`config.mk`:
```
export PLATFORM = sky130hd
export DESIGN_NAME = multi_step_counter_ctrl_flat
export DESIGN_NICKNAME = d
export VERILOG_FILES = /design/src/rtl/multi_step_counter_ctrl_if.sv /design/src/rtl/multi_step_counter_ctrl.sv /design/src/flat_wrapper.sv
export SDC_FILE = /design/constraint.sdc
export NUM_CORES = 1
export LEC_CHECK = 0
export BUFFER_PORTS_ARGS = -buffer_cell sky130_fd_sc_hd__buf_2
export CORE_AREA = 5 5 109 111
export CTS_CLUSTER_SIZE = 16
export DETAILED_ROUTE_END_ITERATION = 6
export DIE_AREA = 0 0 114 116
export GPL_TIMING_DRIVEN = 0
export PLACE_DENSITY_LB_ADDON = 0.12
export SYNTH_ARGS = -nofsm -noshare
export SYNTH_HDL_FRONTEND = slang
export SYNTH_SLANG_ARGS = --single-unit
```
`constraint.sdc`:
```
create_clock -name clk_i -period 3 [get_ports clk_i]
set_input_delay 0.6 -clock clk_i [delete_from_list [all_inputs] [get_ports clk_i]]
set_output_delay 0.6 -clock clk_i [all_outputs]
set_load 0.05 [all_outputs]
```
`src/rtl/multi_step_counter_ctrl_if.sv`:
```
// Bundles the config handshake, per-channel step handshake and status outputs
// of the multi-channel step counter.
interface multi_step_counter_ctrl_if #(
  parameter int NUM_CH           = 4,
  parameter int COUNTER_BITWIDTH = 8
);
  localparam int CW = (NUM_CH > 1) ? $clog2(NUM_CH) : 1;
  localparam int W  = COUNTER_BITWIDTH;

  logic              en_i;
  logic              cfg_valid_i;
  logic              cfg_ready_o;
  logic [CW-1:0]     cfg_ch_i;
  logic [W-1:0]      cfg_target_i;
  logic              cfg_mode_i;
  logic [NUM_CH-1:0] step_valid_i;
  logic [NUM_CH-1:0] step_ready_o;
  logic [NUM_CH-1:0] recount_i;
  logic [NUM_CH-1:0] clr_i;
  logic [NUM_CH*W-1:0] q_o;
  logic [NUM_CH-1:0] busy_o;
  logic [NUM_CH-1:0] done_o;
  logic [NUM_CH-1:0] done_pulse_o;
  logic [NUM_CH-1:0] overflow_o;

  modport master (
    output en_i, cfg_valid_i, cfg_ch_i, cfg_target_i, cfg_mode_i,
           step_valid_i, recount_i, clr_i,
    input  cfg_ready_o, step_ready_o, q_o, busy_o, done_o, done_pulse_o, overflow_o
  );

  modport slave (
    input  en_i, cfg_valid_i, cfg_ch_i, cfg_target_i, cfg_mode_i,
           step_valid_i, recount_i, clr_i,
    output cfg_ready_o, step_ready_o, q_o, busy_o, done_o, done_pulse_o, overflow_o
  );
endinterface

```
`src/rtl/multi_step_counter_ctrl.sv`:
```
// Multi-channel step counter: each channel counts accepted steps up to a
// programmable target and reports terminal events (sticky, pulse, overflow).
module multi_step_counter_ctrl #(
  parameter int NUM_CH           = 4,
  parameter int COUNTER_BITWIDTH = 8,
  parameter int PIPES            = 0
) (
  input  logic clk_i,
  input  logic rst_i,
  multi_step_counter_ctrl_if.slave bus
);
  localparam int CW = (NUM_CH > 1) ? $clog2(NUM_CH) : 1;
  localparam int W  = COUNTER_BITWIDTH;

  typedef enum logic [1:0] {ST_IDLE, ST_RUN, ST_DONE} ch_state_t;

  logic [NUM_CH-1:0] cfg_sel;
  logic [NUM_CH-1:0] run_vec;
  logic [NUM_CH-1:0] cfg_load;
  logic [NUM_CH-1:0] step_ready;
  logic [NUM_CH-1:0] terminal;
  logic              cfg_ready;
  logic              cfg_accept;

  // An out-of-range channel selects nobody, so it is always ready and dropped.
  assign cfg_ready       = ~|(cfg_sel & run_vec);
  assign cfg_accept      = bus.cfg_valid_i & cfg_ready;
  assign bus.cfg_ready_o = cfg_ready;
  assign bus.step_ready_o = step_ready;

  genvar gi;
  generate
    for (gi = 0; gi < NUM_CH; gi++) begin : g_ch
      ch_state_t  state_reg, state_next;
      logic [W-1:0] q_reg, q_next;
      logic [W-1:0] target_reg, target_next;
      logic       mode_reg, mode_next;
      logic       done_reg, done_next;
      logic       ovf_reg, ovf_next;
      logic       step_acc;

      assign cfg_sel[gi]    = (bus.cfg_ch_i == CW'(gi));
      assign run_vec[gi]    = (state_reg == ST_RUN);
      assign cfg_load[gi]   = cfg_accept & cfg_sel[gi];
      assign step_ready[gi] = bus.en_i & run_vec[gi] & ~bus.recount_i[gi] & ~cfg_load[gi];
      assign step_acc       = bus.step_valid_i[gi] & step_ready[gi];
      // Target 0 wraps to all-ones here, which gives the 2^W-step period.
      assign terminal[gi]   = step_acc & (q_reg == target_reg - W'(1));

      always_ff @(posedge clk_i) begin
        if (rst_i) begin
          state_reg  <= ST_IDLE;
          q_reg      <= '0;
          target_reg <= '0;
          mode_reg   <= 1'b0;
          done_reg   <= 1'b0;
          ovf_reg    <= 1'b0;
        end else begin
          state_reg  <= state_next;
          q_reg      <= q_next;
          target_reg <= target_next;
          mode_reg   <= mode_next;
          done_reg   <= done_next;
          ovf_reg    <= ovf_next;
        end
      end

      always_comb begin
        state_next  = state_reg;
        q_next      = q_reg;
        target_next = target_reg;
        mode_next   = mode_reg;
        done_next   = done_reg;
        ovf_next    = ovf_reg;

        if (cfg_load[gi]) begin
          target_next = bus.cfg_target_i;
          mode_next   = bus.cfg_mode_i;
          q_next      = '0;
          state_next  = ST_RUN;
          done_next   = 1'b0;
          ovf_next    = 1'b0;
        end else if (bus.recount_i[gi]) begin
          q_next = '0;
          if (state_reg == ST_DONE) begin
            state_next = ST_RUN;
          end
        end else if (terminal[gi]) begin
          done_next = 1'b1;
          ovf_next  = bus.clr_i[gi] ? 1'b0 : (ovf_reg | done_reg);
          if (mode_reg) begin
            q_next = '0;
          end else begin
            q_next     = target_reg;
            state_next = ST_DONE;
          end
        end else if (step_acc) begin
          q_next = q_reg + W'(1);
        end

        // A terminal in the same cycle keeps done set over a clear.
        if (bus.clr_i[gi] && !terminal[gi]) begin
          done_next = 1'b0;
          ovf_next  = 1'b0;
        end
      end

      assign bus.q_o[gi*W +: W]  = q_reg;
      assign bus.busy_o[gi]      = run_vec[gi];
      assign bus.done_o[gi]      = done_reg;
      assign bus.overflow_o[gi]  = ovf_reg;
    end
  endgenerate

  // Stage 0 rises with done; the output taps the last of PIPES+1 stages.
  logic [PIPES:0][NUM_CH-1:0] pulse_pipe_reg;

  always_ff @(posedge clk_i) begin
    if (rst_i) begin
      pulse_pipe_reg <= '0;
    end else begin
      pulse_pipe_reg[0] <= terminal;
      for (int s = 1; s <= PIPES; s++) begin
        pulse_pipe_reg[s] <= pulse_pipe_reg[s-1];
      end
    end
  end

  assign bus.done_pulse_o = pulse_pipe_reg[PIPES];
endmodule

```
`src/flat_wrapper.sv`:
```
// flat-port wrapper written by rule: the top's interface ports become plain ports
module multi_step_counter_ctrl_flat 
#(
  parameter int NUM_CH           = 4,
  parameter int COUNTER_BITWIDTH = 8,
  parameter int PIPES            = 0
)
  (clk_i, rst_i, bus_en_i, bus_cfg_valid_i, bus_cfg_ch_i, bus_cfg_target_i, bus_cfg_mode_i, bus_step_valid_i, bus_recount_i, bus_clr_i, bus_cfg_ready_o, bus_step_ready_o, bus_q_o, bus_busy_o, bus_done_o, bus_done_pulse_o, bus_overflow_o);
  multi_step_counter_ctrl_if #(.NUM_CH(NUM_CH), .COUNTER_BITWIDTH(COUNTER_BITWIDTH)) bus_i ();
  input  logic clk_i;
  input  logic rst_i;
  input wire logic [$bits(bus_i.en_i)-1:0] bus_en_i;
  input wire logic [$bits(bus_i.cfg_valid_i)-1:0] bus_cfg_valid_i;
  input wire logic [$bits(bus_i.cfg_ch_i)-1:0] bus_cfg_ch_i;
  input wire logic [$bits(bus_i.cfg_target_i)-1:0] bus_cfg_target_i;
  input wire logic [$bits(bus_i.cfg_mode_i)-1:0] bus_cfg_mode_i;
  input wire logic [$bits(bus_i.step_valid_i)-1:0] bus_step_valid_i;
  input wire logic [$bits(bus_i.recount_i)-1:0] bus_recount_i;
  input wire logic [$bits(bus_i.clr_i)-1:0] bus_clr_i;
  output wire logic [$bits(bus_i.cfg_ready_o)-1:0] bus_cfg_ready_o;
  output wire logic [$bits(bus_i.step_ready_o)-1:0] bus_step_ready_o;
  output wire logic [$bits(bus_i.q_o)-1:0] bus_q_o;
  output wire logic [$bits(bus_i.busy_o)-1:0] bus_busy_o;
  output wire logic [$bits(bus_i.done_o)-1:0] bus_done_o;
  output wire logic [$bits(bus_i.done_pulse_o)-1:0] bus_done_pulse_o;
  output wire logic [$bits(bus_i.overflow_o)-1:0] bus_overflow_o;
  assign bus_i.en_i = bus_en_i;
  assign bus_i.cfg_valid_i = bus_cfg_valid_i;
  assign bus_i.cfg_ch_i = bus_cfg_ch_i;
  assign bus_i.cfg_target_i = bus_cfg_target_i;
  assign bus_i.cfg_mode_i = bus_cfg_mode_i;
  assign bus_i.step_valid_i = bus_step_valid_i;
  assign bus_i.recount_i = bus_recount_i;
  assign bus_i.clr_i = bus_clr_i;
  assign bus_cfg_ready_o = bus_i.cfg_ready_o;
  assign bus_step_ready_o = bus_i.step_ready_o;
  assign bus_q_o = bus_i.q_o;
  assign bus_busy_o = bus_i.busy_o;
  assign bus_done_o = bus_i.done_o;
  assign bus_done_pulse_o = bus_i.done_pulse_o;
  assign bus_overflow_o = bus_i.overflow_o;
  multi_step_counter_ctrl #(.NUM_CH(NUM_CH), .COUNTER_BITWIDTH(COUNTER_BITWIDTH), .PIPES(PIPES)) u_core (.clk_i(clk_i), .rst_i(rst_i), .bus(bus_i));
endmodule
```
==> metrics.yaml <==
power_switching_w: 0.000628
r2r_start: "u_core.g_ch[2].target_reg[0]"
fp.dieW_um: 114
path_delay_family: "simple AND/OR/NAND/NOR gates"
cts_buffer_depth: 2
hold_path.startpoint: "bus_clr_i[1]"
synth-seq-cells: 88
maxCapViolCount: 0
vdd_drop_max_mv: 0.248
min_to: "u_core.g_ch[1].ovf_reg"
finish.instance_area_um2: 6040
grt.overflow.total: 0
worst_pin_slew_ns: 0.805
hold-path-cell-count: 2
grtUsageTotal_pct: 21.8
p_total_w: 0.00249
skew_ns: 0.00882
yosysTopAreaCell: "dfxtp_1"
seq_area_frac_synth_pct: 33.8
wl_per_cell_um: 15.8
use_met3_pct: 3.60
crit_path_end_kind: "flip-flop"
place_area_um2: 5780
wl_um: 14200
crit_path_max_fanout: 10
drt_iter0_markers: 344
pwr-share-seq_pct: 48.7
initial_core_util_pct: 48.7
antenna_found_initial: 0
p_clk_share_pct: 40.1
grt_pass1_wl_um: 23400
slowest_delay_ns: 0.51
cts_tree: "built"
cts.sinks: 88
cts_hold_buf: 0
place_ws_ns: 0.0883
grtUsageMet2_pct: 35.8
syn_nets: 702
rows: 38
combinationalPowerShare_pct: 11.2
ys.flop_type: "dfxtp_1"
antenna_left: 0
htreeDepth: 3
synth_edf_count: 0
synth_top_area_share_pct: 33.8
grt_pass1_vias: 4823
synth_most_common_cell: "dfxtp_1"
clkTransAtPathRegs_ns: 0.08
powerDensity_nw_per_um2: 412
n_antenna_cell: 0
postCtsSetupBuffers: 0
ff2ff_setup_slack_ns: 0.17
grt_busiest_layer: "met2"
path_cells: "inv_1 -> ha_2 -> or3b_4 -> or4_4 -> a2111oi_4 -> and3_1 -> buf_6 -> buf_6 -> o21ai_2 -> a32o_1"
synth.avg_cell_area_um2: 7.82
via_count: 5176
fin_setup_tns_ns: 0
nets: 791
r2r_end: "u_core.g_ch[2].q_reg[4]"
switching_share_pct: 25.2
fin_crit_ns: 2.83
syn_area_um2: 5220
via_per_inst: 5.75
drcViolationCount: 0
synth_cell_types: 64
crit_required_ns: 3.26
max_freq_mhz: 354
globalplace.congestion: 0.888
relSlewSlack_pct: 45.9
cts_root_buf: "clkbuf_8"
area_growth_pct: 15.8
path_common_cell: "buf_6"
setup_viol: 0
core_um2: 10700
hold_path_class: "in2reg"
fin_ws_ns: 0.173
dp_hpwl_um: 10700
drive_above_1_share_pct: 16.1
rsz0062_at_grt: "false"
internal_power_w: 0.00186
timing.final.crit_share_pct: 94.2
path_buf_inv: 3
grt_max_degree: 14
cp.depth: 10
async_flop_share_pct: 0
clock_latency_ns: 0.37
io_buffers: 78
status: "complete, no violations"
power_leakage_nw: 2.36
startpoint_type: "flip-flop"
syn_inst: 667
met1_usage_pct: 28.8
path_class: "reg2reg"
dr.pass1.iters: 5
critPathSlowestCell: "or4_4"
die_h_um: 116
io_pins: 80
synth_common_cells: "88 x dfxtp_1, 85 x nand2_1, 59 x a21oi_1"
cts_made_buffers: 9
dieArea_um2: 13200
hold_viol_final: 0
drv_slew: 0
r2r_cells: 10
critPathArrivalTime_ns: 3.09
synth.area.top_cells: "dfxtp_1 34%, nand2_1 6.1%, a21oi_1 5.7%"
yosysWarnings: 0
==> worst register-to-register path: stages (launching register included) <==
cell and delay (ns):
dfxtp_2 0.36, inv_1 0.10, ha_2 0.21, or3b_4 0.40, or4_4 0.51, a2111oi_4 0.32, and3_1 0.22, buf_6 0.14
buf_6 0.15, o21ai_2 0.05, a32o_1 0.26
==> per-layer routing <==
layer	share of wire, %	up-vias
met5	0	-
met4	1.9	0
met3	6.1	24
met2	47	156
met1	45	2426
li1	-	2570
==> per-stage QoR <==
step | util (%) | hold WS [ns] | instances
detailed placement | 54.0 | 0.446 | 885
floorplan | - | 0.426 | 667
CTS | 56.2 | 0.396 | 900
global placement | 54.0 | 0.434 | 885
global route | 56.5 | 0.390 | 900
finish | 56.5 | 0.404 | 900
==> power groups by stage <==
stage	Combinational [W]	Sequential (W)	Clock (W)
global placement	0.000263	0.00124	0
detailed placement	0.000272	0.00124	0
CTS	0.000274	0.00121	0.00102
global route	0.000307	0.00122	0.00107
finish	0.000278	0.00121	0.000998
floorplan	0.000191	0.00123	0
==> cells in the final DEF (no fill, tap or decap), types with 22 or more instances in the layout <==
cell	count
buf_2	80
nand2_1	85
o21ai_0	22
xnor2_1	24
inv_1	25
nor2_1	37
a21oi_1	59
dfxtp_1	87
nand3_1	27
clkbuf_1	32
==> what timing repair did <==
action / CTS / global route
hold endpoints to repair: 0 / 0
endpoints found under the setup margin: 0 / 14
gates resized for setup: 0 / 5
==> how the worst max path moves through the flow <==
stage                                       from                           to  slack [ns]
floorplan                       bus_recount_i[1]      u_core.g_ch[1].q_reg[7]        0.05
global placement    u_core.g_ch[2].target_reg[0]      u_core.g_ch[2].q_reg[4]        0.17
detailed placement  u_core.g_ch[2].target_reg[0]      u_core.g_ch[2].q_reg[4]        0.09
CTS                 u_core.g_ch[2].target_reg[0]      u_core.g_ch[2].q_reg[4]        0.07
global route        u_core.g_ch[2].target_reg[0]  u_core.g_ch[2].state_reg[0]        0.03
finish              u_core.g_ch[2].target_reg[0]      u_core.g_ch[2].q_reg[4]        0.17
==> cells by family after synthesis <==
| group | count (synthesis) | synth area share (%) |
|---|---|---|
| XOR/XNOR | 38 | 6.38 |
| buffers and inverters | 68 | 5.81 |
| multiplexers | 18 | 3.48 |
| AND/OR/NAND/NOR | 298 | 30.4 |
| AO/OA/AOI/OAI | 149 | 18.3 |
| flip-flops | 88 | 33.8 |
| adder cells (fa/ha/maj) | 8 | 1.92 |
==> cell type report <==
class | instances | area, um^2
plain buffers | 43 | 209
multi-input cells | 511 | 3170
flip-flops and latches | 88 | 1760
fillers | 1050 | 4660
repair buffers | 78 | 390
well taps | 140 | 175
clock buffers | 12 | 145
clock inverters | 3 | 90.1
inverters | 25 | 93.8
No activity file was read; power rests on OpenSTA's default activity.
